==> src/rtl/tpu_run_sequencer_if.sv <==
// -----------------------------------------------------------------------------
// tpu_run_sequencer_if
// Groups the host start interface and the UB / weight-FIFO / systolic-array /
// result-SRAM control signals of the TPU run sequencer.
//
//   start             host -> seq   run request (sampled only while idle)
//   ub_base           host -> seq   first activation row address
//   num_rows          host -> seq   number of activation rows (0..2^ADDRESSSIZE)
//   res_base          host -> seq   first result-SRAM address
//   fifo_empty        fifo -> seq   weight FIFO empty flag
//   fifo_read_enable  seq  -> fifo  one-cycle pop of the weight FIFO
//   we_rl             seq  -> array weight reload
//   ub_addr           seq  -> UB    activation row read address
//   act_valid         seq  -> UB    ub_addr carries a live row
//   res_we            seq  -> SRAM  result write enable
//   res_addr          seq  -> SRAM  result write address
//   busy, done        seq  -> host  status / one-cycle completion pulse
//   busy_cycles, stall_cycles       only when SEQ_PERF_CNT_EN is defined
//
// Modports: master = host/environment side, slave = sequencer side.
// -----------------------------------------------------------------------------
interface tpu_run_sequencer_if #(
  parameter int ADDRESSSIZE = 10
);
  logic                   start;
  logic [ADDRESSSIZE-1:0] ub_base;
  logic [ADDRESSSIZE:0]   num_rows;
  logic [ADDRESSSIZE-1:0] res_base;
  logic                   fifo_empty;
  logic                   fifo_read_enable;
  logic                   we_rl;
  logic [ADDRESSSIZE-1:0] ub_addr;
  logic                   act_valid;
  logic                   res_we;
  logic [ADDRESSSIZE-1:0] res_addr;
  logic                   busy;
  logic                   done;
`ifdef SEQ_PERF_CNT_EN
  logic [31:0]            busy_cycles;
  logic [31:0]            stall_cycles;
`endif

  modport master (
    output start, ub_base, num_rows, res_base, fifo_empty,
    input  fifo_read_enable, we_rl, ub_addr, act_valid, res_we, res_addr,
           busy, done
`ifdef SEQ_PERF_CNT_EN
    , input busy_cycles, stall_cycles
`endif
  );

  modport slave (
    input  start, ub_base, num_rows, res_base, fifo_empty,
    output fifo_read_enable, we_rl, ub_addr, act_valid, res_we, res_addr,
           busy, done
`ifdef SEQ_PERF_CNT_EN
    , output busy_cycles, stall_cycles
`endif
  );
endinterface

==> src/rtl/tpu_run_sequencer.sv <==
// -----------------------------------------------------------------------------
// tpu_run_sequencer
// Runs one matrix-multiply pass of the 8x8 TPU datapath: pops a weight set,
// holds weight reload for WLOAD_CYC cycles, streams num_rows activation row
// addresses into the UB, writes each result row RESULT_LAT cycles after its
// address issue, then pulses done.
//
// Ports:
//   clk  - single clock, rising edge
//   rst  - synchronous, active-high reset
//   bus  - tpu_run_sequencer_if.slave (host, UB, FIFO, array, result SRAM)
//
// Every output is registered and is a decode of the state one cycle earlier.
//
// Optional feature: define SEQ_PERF_CNT_EN to add the busy_cycles and
// stall_cycles performance counters.
// -----------------------------------------------------------------------------
module tpu_run_sequencer #(
  parameter int ADDRESSSIZE = 10,
  parameter int WLOAD_CYC   = 8,
  parameter int RESULT_LAT  = 17
) (
  input  logic                    clk,
  input  logic                    rst,
  tpu_run_sequencer_if.slave      bus
);

  localparam int CNTW = ADDRESSSIZE + 1;
  localparam int WCW  = $clog2(WLOAD_CYC + 1);
  // res_we itself is the last stage of the RESULT_LAT-deep delay line.
  localparam int DLYW = RESULT_LAT - 1;

  typedef enum logic [2:0] {
    S_IDLE,
    S_W_REQ,
    S_W_LOAD,
    S_STREAM,
    S_DRAIN,
    S_DONE
  } state_t;

  state_t                 r_state;
  state_t                 w_state_nxt;
  logic                   w_accept;
  logic                   w_fifo_re;
  logic                   w_we_rl;
  logic                   w_act_valid;
  logic                   w_busy;
  logic                   w_done;
  logic                   w_drain_clear;

  logic [ADDRESSSIZE-1:0] r_ub_ptr;
  logic [CNTW-1:0]        r_rows_left;
  logic [WCW-1:0]         r_wcnt;
  logic [DLYW-1:0]        r_dly;

  logic                   r_fifo_re;
  logic                   r_we_rl;
  logic [ADDRESSSIZE-1:0] r_ub_addr;
  logic                   r_act_valid;
  logic                   r_res_we;
  logic [ADDRESSSIZE-1:0] r_res_addr;
  logic                   r_busy;
  logic                   r_done;

  // The last row can leave DRAIN once it is in the final delay stage: nothing
  // is left upstream of it, so res_we fires next cycle and done the one after.
  assign w_drain_clear = !r_act_valid && (r_dly[DLYW-2:0] == '0);

  always_comb begin
    // NOTE: every variable gets a default first so no path leaves it unassigned
    // (an unassigned path would infer a latch).
    w_state_nxt = r_state;
    w_accept    = 1'b0;
    w_fifo_re   = 1'b0;
    w_we_rl     = 1'b0;
    w_act_valid = 1'b0;
    w_busy      = (r_state != S_IDLE);
    w_done      = 1'b0;
    case (r_state)
      S_IDLE: begin
        if (bus.start) begin
          w_accept    = 1'b1;
          w_state_nxt = (bus.num_rows == '0) ? S_DONE : S_W_REQ;
        end
      end
      S_W_REQ: begin
        if (!bus.fifo_empty) begin
          w_fifo_re   = 1'b1;
          w_state_nxt = S_W_LOAD;
        end
      end
      S_W_LOAD: begin
        w_we_rl = 1'b1;
        if (r_wcnt == WCW'(WLOAD_CYC - 1)) w_state_nxt = S_STREAM;
      end
      S_STREAM: begin
        w_act_valid = 1'b1;
        if (r_rows_left == CNTW'(1)) w_state_nxt = S_DRAIN;
      end
      S_DRAIN: begin
        if (w_drain_clear) w_state_nxt = S_DONE;
      end
      S_DONE: begin
        w_done      = 1'b1;
        w_state_nxt = S_IDLE;
      end
      default: w_state_nxt = S_IDLE;
    endcase
  end

  always_ff @(posedge clk) begin
    // NOTE: sequential state uses non-blocking assignments so every register
    // samples the pre-edge values of the others.
    if (rst) begin
      // The delay line is cleared too, which discards in-flight result writes.
      r_state     <= S_IDLE;
      r_ub_ptr    <= '0;
      r_rows_left <= '0;
      r_wcnt      <= '0;
      r_dly       <= '0;
      r_fifo_re   <= 1'b0;
      r_we_rl     <= 1'b0;
      r_ub_addr   <= '0;
      r_act_valid <= 1'b0;
      r_res_we    <= 1'b0;
      r_res_addr  <= '0;
      r_busy      <= 1'b0;
      r_done      <= 1'b0;
    end else begin
      r_state     <= w_state_nxt;
      r_fifo_re   <= w_fifo_re;
      r_we_rl     <= w_we_rl;
      r_act_valid <= w_act_valid;
      r_busy      <= w_busy;
      r_done      <= w_done;

      r_wcnt <= (r_state == S_W_LOAD) ? r_wcnt + 1'b1 : '0;

      if (r_state == S_STREAM) begin
        r_ub_addr   <= r_ub_ptr;
        r_ub_ptr    <= r_ub_ptr + 1'b1;
        r_rows_left <= r_rows_left - 1'b1;
      end

      r_dly    <= {r_dly[DLYW-2:0], r_act_valid};
      r_res_we <= r_dly[DLYW-1];
      if (r_res_we) r_res_addr <= r_res_addr + 1'b1;

      if (w_accept) begin
        r_ub_ptr    <= bus.ub_base;
        r_rows_left <= bus.num_rows;
        r_res_addr  <= bus.res_base;
      end
    end
  end

  assign bus.fifo_read_enable = r_fifo_re;
  assign bus.we_rl            = r_we_rl;
  assign bus.ub_addr          = r_ub_addr;
  assign bus.act_valid        = r_act_valid;
  assign bus.res_we           = r_res_we;
  assign bus.res_addr         = r_res_addr;
  assign bus.busy             = r_busy;
  assign bus.done             = r_done;

`ifdef SEQ_PERF_CNT_EN
  logic [31:0] r_busy_cycles;
  logic [31:0] r_stall_cycles;

  // Counters restart with each accepted run, saturate, and hold while idle
  // because neither increment condition can be true there.
  always_ff @(posedge clk) begin
    if (rst || w_accept) begin
      r_busy_cycles  <= '0;
      r_stall_cycles <= '0;
    end else begin
      if (r_busy && (r_busy_cycles != '1)) r_busy_cycles <= r_busy_cycles + 1'b1;
      if ((r_state == S_W_REQ) && bus.fifo_empty && (r_stall_cycles != '1))
        r_stall_cycles <= r_stall_cycles + 1'b1;
    end
  end

  assign bus.busy_cycles  = r_busy_cycles;
  assign bus.stall_cycles = r_stall_cycles;
`endif

endmodule

==> src/flat_wrapper.sv <==
// flat-port wrapper written by rule: the top's interface ports become plain ports
module tpu_run_sequencer_flat 
#(
  parameter int ADDRESSSIZE = 10,
  parameter int WLOAD_CYC   = 8,
  parameter int RESULT_LAT  = 17
)
  (clk, rst, bus_start, bus_ub_base, bus_num_rows, bus_res_base, bus_fifo_empty, bus_fifo_read_enable, bus_we_rl, bus_ub_addr, bus_act_valid, bus_res_we, bus_res_addr, bus_busy, bus_done);
  tpu_run_sequencer_if #(.ADDRESSSIZE(ADDRESSSIZE)) bus_i ();
  input  logic clk;
  input  logic rst;
  input wire logic [$bits(bus_i.start)-1:0] bus_start;
  input wire logic [$bits(bus_i.ub_base)-1:0] bus_ub_base;
  input wire logic [$bits(bus_i.num_rows)-1:0] bus_num_rows;
  input wire logic [$bits(bus_i.res_base)-1:0] bus_res_base;
  input wire logic [$bits(bus_i.fifo_empty)-1:0] bus_fifo_empty;
  output wire logic [$bits(bus_i.fifo_read_enable)-1:0] bus_fifo_read_enable;
  output wire logic [$bits(bus_i.we_rl)-1:0] bus_we_rl;
  output wire logic [$bits(bus_i.ub_addr)-1:0] bus_ub_addr;
  output wire logic [$bits(bus_i.act_valid)-1:0] bus_act_valid;
  output wire logic [$bits(bus_i.res_we)-1:0] bus_res_we;
  output wire logic [$bits(bus_i.res_addr)-1:0] bus_res_addr;
  output wire logic [$bits(bus_i.busy)-1:0] bus_busy;
  output wire logic [$bits(bus_i.done)-1:0] bus_done;
  assign bus_i.start = bus_start;
  assign bus_i.ub_base = bus_ub_base;
  assign bus_i.num_rows = bus_num_rows;
  assign bus_i.res_base = bus_res_base;
  assign bus_i.fifo_empty = bus_fifo_empty;
  assign bus_fifo_read_enable = bus_i.fifo_read_enable;
  assign bus_we_rl = bus_i.we_rl;
  assign bus_ub_addr = bus_i.ub_addr;
  assign bus_act_valid = bus_i.act_valid;
  assign bus_res_we = bus_i.res_we;
  assign bus_res_addr = bus_i.res_addr;
  assign bus_busy = bus_i.busy;
  assign bus_done = bus_i.done;
  tpu_run_sequencer #(.ADDRESSSIZE(ADDRESSSIZE), .WLOAD_CYC(WLOAD_CYC), .RESULT_LAT(RESULT_LAT)) u_core (.clk(clk), .rst(rst), .bus(bus_i));
endmodule
==> config.mk <==
export PLATFORM = sky130hd
export DESIGN_NAME = tpu_run_sequencer_flat
export DESIGN_NICKNAME = d
export VERILOG_FILES = /design/src/rtl/tpu_run_sequencer_if.sv /design/src/rtl/tpu_run_sequencer.sv /design/src/flat_wrapper.sv
export SDC_FILE = /design/constraint.sdc
export NUM_CORES = 1
export LEC_CHECK = 0
export ABC_AREA = 0
export CORE_ASPECT_RATIO = 0.6
export CORE_MARGIN = 5
export CORE_UTILIZATION = 51
export CTS_CLUSTER_DIAMETER = 120
export DETAILED_ROUTE_END_ITERATION = 12
export PLACE_DENSITY = 0.79
export SLEW_MARGIN = 30
export SYNTH_ARGS = -nofsm -noshare
export SYNTH_HDL_FRONTEND = slang
export SYNTH_SLANG_ARGS = --single-unit
==> constraint.sdc <==
create_clock -name clk -period 1.8 [get_ports clk]
set_input_delay 0.27 -clock clk [delete_from_list [all_inputs] [get_ports clk]]
set_output_delay 0.27 -clock clk [all_outputs]
set_load 0.02 [all_outputs]
Word level (Yosys, flattened, before mapping):

Index checks and enable logic that the tools add are counted.

* register bits after elaboration: 70
* bits of input ports: 35
* output and inout bits: 26
* word-level logic and storage cells: 61

* add/sub/neg operators: 4
* equal/unequal tests: 12
* mux-type cells: 19
* bitwise operators: 2
* reduce and logical (&&, ||, !) cells: 11

Operators by type and width (number)
* $mux 10: 4
* $mux 11: 2
* $add 10x1->10 const B: 2
* $mux 3: 6
* $logic_not 15->1: 1
* $pmux 3 s5: 1
* $eq 11x1->1 const B: 1
* $logic_not 11->1: 1
* $sub 11x1->11 const B: 1
* $eq 3x2->1 const B: 2
* $eq 3x3->1 const B: 2
* $mux 1: 6
* $ne 2x1->1 const B: 3
* $reduce_and 5->1: 1
* $add 4x1->4 const B: 1
* $eq 4x3->1 const B: 1
* $ne 2x2->1 const B: 2
* $reduce_bool 2->1: 2
* $reduce_or 2->1: 2
* $eq 3x1->1 const B: 1
* $logic_not 3->1: 1
* $reduce_bool 3->1: 1
* $not 1->1: 2
* $logic_and 1x1->1: 1
* $logic_not 1->1: 1

Depth between registers and ports, before layout:

* depth in word-level cells: 4
* mapped depth: 6
* depth with buffers taken out: 6

Least setup slack after synthesis:

Ideal clock, no wire load.

* path type: register to register
* from: register u_core.r_state[0]
* to: register u_core.r_rows_left[0]
* setup time: 128 ps
* data arrival time: 1450 ps
* data required time: 1672 ps
* path slack: 222 ps
* stages on the path, launching flop included: 7
* path buffers: 2
* clock period less this slack: 1578 ps
* cells stage by stage: dfxtp_1 > clkbuf_1 > or3b_1 > a21o_1 > buf_2 > a221oi_1 > nor2_1

* cells in the longest elaborated chain, start to end: 3
* elaborated cells between the ends (all ways): 5
* classes of those cells: 1 x eq/ne; 2 x mux; 2 x reduce/logical

Ends and longest elaborated chain
* start, declared: line tpu_run_sequencer.sv:42 `state_t r_state;`
* start signal, assigned: line tpu_run_sequencer.sv:131 `r_state <= w_state_nxt;`
* $logic_not 3->1: line tpu_run_sequencer.sv:80 `case (r_state)`
* $mux 1: line tpu_run_sequencer.sv:80
* $mux 11 or $reduce_bool 2->1 (tied branches)
* end signal, assigned: line tpu_run_sequencer.sv:143 `r_rows_left <= r_rows_left - 1'b1;`
* end signal, assigned: line tpu_run_sequencer.sv:152 `r_rows_left <= bus.num_rows;`
* end, declared: line tpu_run_sequencer.sv:53 `logic [CNTW-1:0] r_rows_left;`

Parallel ways exist; a longest one is shown, timed or not.
A chain may end at the register's enable or synchronous reset.

Worst setup path after layout:

* from: register u_core.r_res_we, in the netlist u_core.bus.res_we
* to: output port bus_res_we

RTL lines
* start, declared: line tpu_run_sequencer.sv:61 `logic r_res_we;`
* start signal, assigned: line tpu_run_sequencer.sv:147 `r_res_we <= r_dly[DLYW-1];`
* end, declared: line flat_wrapper.sv:21 `output wire logic [$bits(bus_i.res_we)-1:0] bus_res_we;`

No word-level cell between the ends.

==> metrics.txt <==
outcome=complete, no violations; CP Launch Point=u_core.bus.res_we; Max Buffers Root-to-Sink=2; slowest stage delay, CP=0.66 ns; Min-Delay Path Class=input port to flip-flop; critical path buffer and inverter count=1; crit path DAT=roughly 1.5 ns; WL/cell=16.2 µm; VDD IR max=around 0.00058 V; Worst EP required=~1.5 ns; vias in the first global route=approximately 2700; fillers=480; CTS tree=built; area used by multi-input combinational logic=1550 µm²; mapped cell area=3060 µm²; GPL Wtd Cong=0.875; Setup WS post-layout=between 0.05 and 0.06 ns; share of layout cells above drive strength 1=9.98%; Mapped Avg Cell Area=8.66 µm²; routed vias=2957; ys async rst share=0%; die area=7690 µm²; die width=110 µm; DR iter-0 viols=between 200 and 300; Synth-to-Final Area Change=32.5%; P_leak=approximately 1.5 nW; critical path launch point type=flip-flop; Synth Instances=353; Max FO, Critical Path=7; postcts setup bufs=0; period utilization=96.7%; max-cap viol count=0; chip height=70.0 µm; post-synth cell types=49; Final Total Pwr=0.00414 W; top cell type's share of synthesized area=45.8%; drt total wl=between 8 and 9 mm; Worst setup EP type=output pin; ANT nets after route=0; Tmin final=1.74 ns; fmax=574 MHz; total CTS buffers=9; core box area=5700 µm²; Worst Skew=~0.0063 ns; clk_lat worst skew=roughly 0.34 ns; HP Start=rst; count leader, synth=dfxtp_1; gr ovfl total=0; row cnt=21; Power Dens Cells=1020 nW/µm²; root buf cell=clkbuf_8; register area share after synthesis=45.8%; Reg-to-Reg Start=u_core.r_rows_left[2]; RSZ-0062 raised after global routing=no; # setup viols final=0; Top delay family on crit path=buffers and inverters; syn_nets=393; Rel. slew slack=68.6%; leading post-synthesis cells by cell area=dfxtp_1, nand2_1, nor2_1; port bufs=60; EDFF count, synth=0; 1st-pass router iterations=5; Crit-path slowest cell=clkdlybuf4s50_1; DRC Markers=0; CP Cell Sequence=clkdlybuf4s50_1; Hold WS=0.288 ns; Yosys Warn Count=0; number of I/O pins=61; Initial Util=between 50% and 60%; largest net degree at the start of global routing=25; Yosys reg bits=70; Final Net Count=467; Fin. Hold Viols=0; register area=1400 µm²; Slew Limit Fails=0; Clock Sinks=70; GRT Resource Usage Total=between 20 and 25%; hold buffer count at cts=0; post-synth top area cell=dfxtp_1; Worst-path clk slew=0.07 ns; ANT cells=0; initial antenna violation count=0; Worst Path Class, Setup=flip-flop to output pin; post-DP HPWL=6.11 mm; Main synth FF type=dfxtp_1; commonest cells in the netlist=dfxtp_1, nand2_1, nor2_1, a21oi_1, nor2b_1; Worst-Margin Slew=0.468 ns; post_cts resized=0; H-tree depth=3; first-pass GRT wire length=~14 mm; vias per cell=between 5 and 6; pre-CTS WS=-0.148 ns
==> cell usage in the layout (no fill, tap or decap), drive strengths merged, types with 2 or more instances in the layout <==
master and count:
nand3 10, xor2 7, nand2b 3, o311ai 2
a211oi 12, a2bb2oi 6, a21oi 22, clkdlybuf4s50 59
nor2b 18, xnor2 8, buf 24, a31oi 10
and3 3, clkbuf 12, nand4b 2, and2 3
a22oi 5, clkinvlp 2, o41a 2, o21ai 9
nor3b 3, nor2 36, ha 5, or3 2
or4 5, nor3 7, a221oi 2, o22ai 2
nor4 10, nand2 38, nand4 8, inv 8
a21o 2, dfxtp 70
==> power breakdown <==
part	switching (W)	leakage [nW]	internal, W	total [W]
sequential	0.000181	0.570	0.00169	0.00188
combinational	0.000608	0.827	0.000544	0.00115
clock	0.000552	0.0845	0.000566	0.00112
total	0.00134	1.48	0.00280	0.00414
==> path summary, 6_finish.rpt <==
check	endpoint	slack, ns	depth (start not counted)
min	u_core.r_dly[3]	0.29	2
max	bus_res_we	0.06	1
max reg2reg	u_core.r_rows_left[7]	0.07	4
min reg2reg	u_core.bus.ub_addr[6]	0.46	2
==> cell families (layout without fill, tap and decap cells) <==
group,Yosys count,count (layout),synth area share (%)
AOI/OAI and AO/OA,81,81,17.8
xor gates and xnor gates,15,15,4.30
adders and majority gates,5,5,2.05
buffers and inverters,28,106,3.64
DFF,70,70,45.8
muxes,1,1,0.327
and+or+nand+nor,153,153,26.1
==> routing by layer <==
metal	GRT usage [%]	up-vias	routed length, µm
met5	0	-	0
met1	33.6	1365	3980
met3	5.34	10	767
met4	5.67	0	68
met2	30.9	160	3460
li1	-	1422	-
==> flip-flops by register name, indices dropped and copies added (netlist names) <==
register	flops
u_core.bus.done	1
u_core.r_wcnt	4
u_core.r_state	3
u_core.bus.busy	1
u_core.bus.fifo_read_enable	1
u_core.r_rows_left	11
u_core.bus.ub_addr	10
u_core.r_dly	16
u_core.bus.res_addr	10
u_core.bus.res_we	1
u_core.bus.act_valid	1
u_core.r_ub_ptr	10
u_core.bus.we_rl	1
==> per-stage QoR <==
step | instance area (µm²) | utilization [%] | setup TNS, ns | std cells
final | 4050 | 71.1 | 0 | 511
after global routing | 4050 | 71.1 | 0 | 511
after CTS | 4040 | 70.9 | 0 | 511
after detailed placement | 3870 | 67.9 | -0.979 | 496
after global placement | 3870 | 67.9 | -0.717 | 496
after floorplan | 3060 | - | 0 | 353
==> layout make-up <==
cell class,count,share of cell area (%)
Multi-Input combinational cell,255,38.3
Clock buffer,12,3.83
Sequential cell,70,34.6
Timing Repair Buffer,83,19.6
Inverter,8,0.741
Clock inverter,3,0.494
Tap cell,80,2.47
Power figures use the tool's default switching activity.
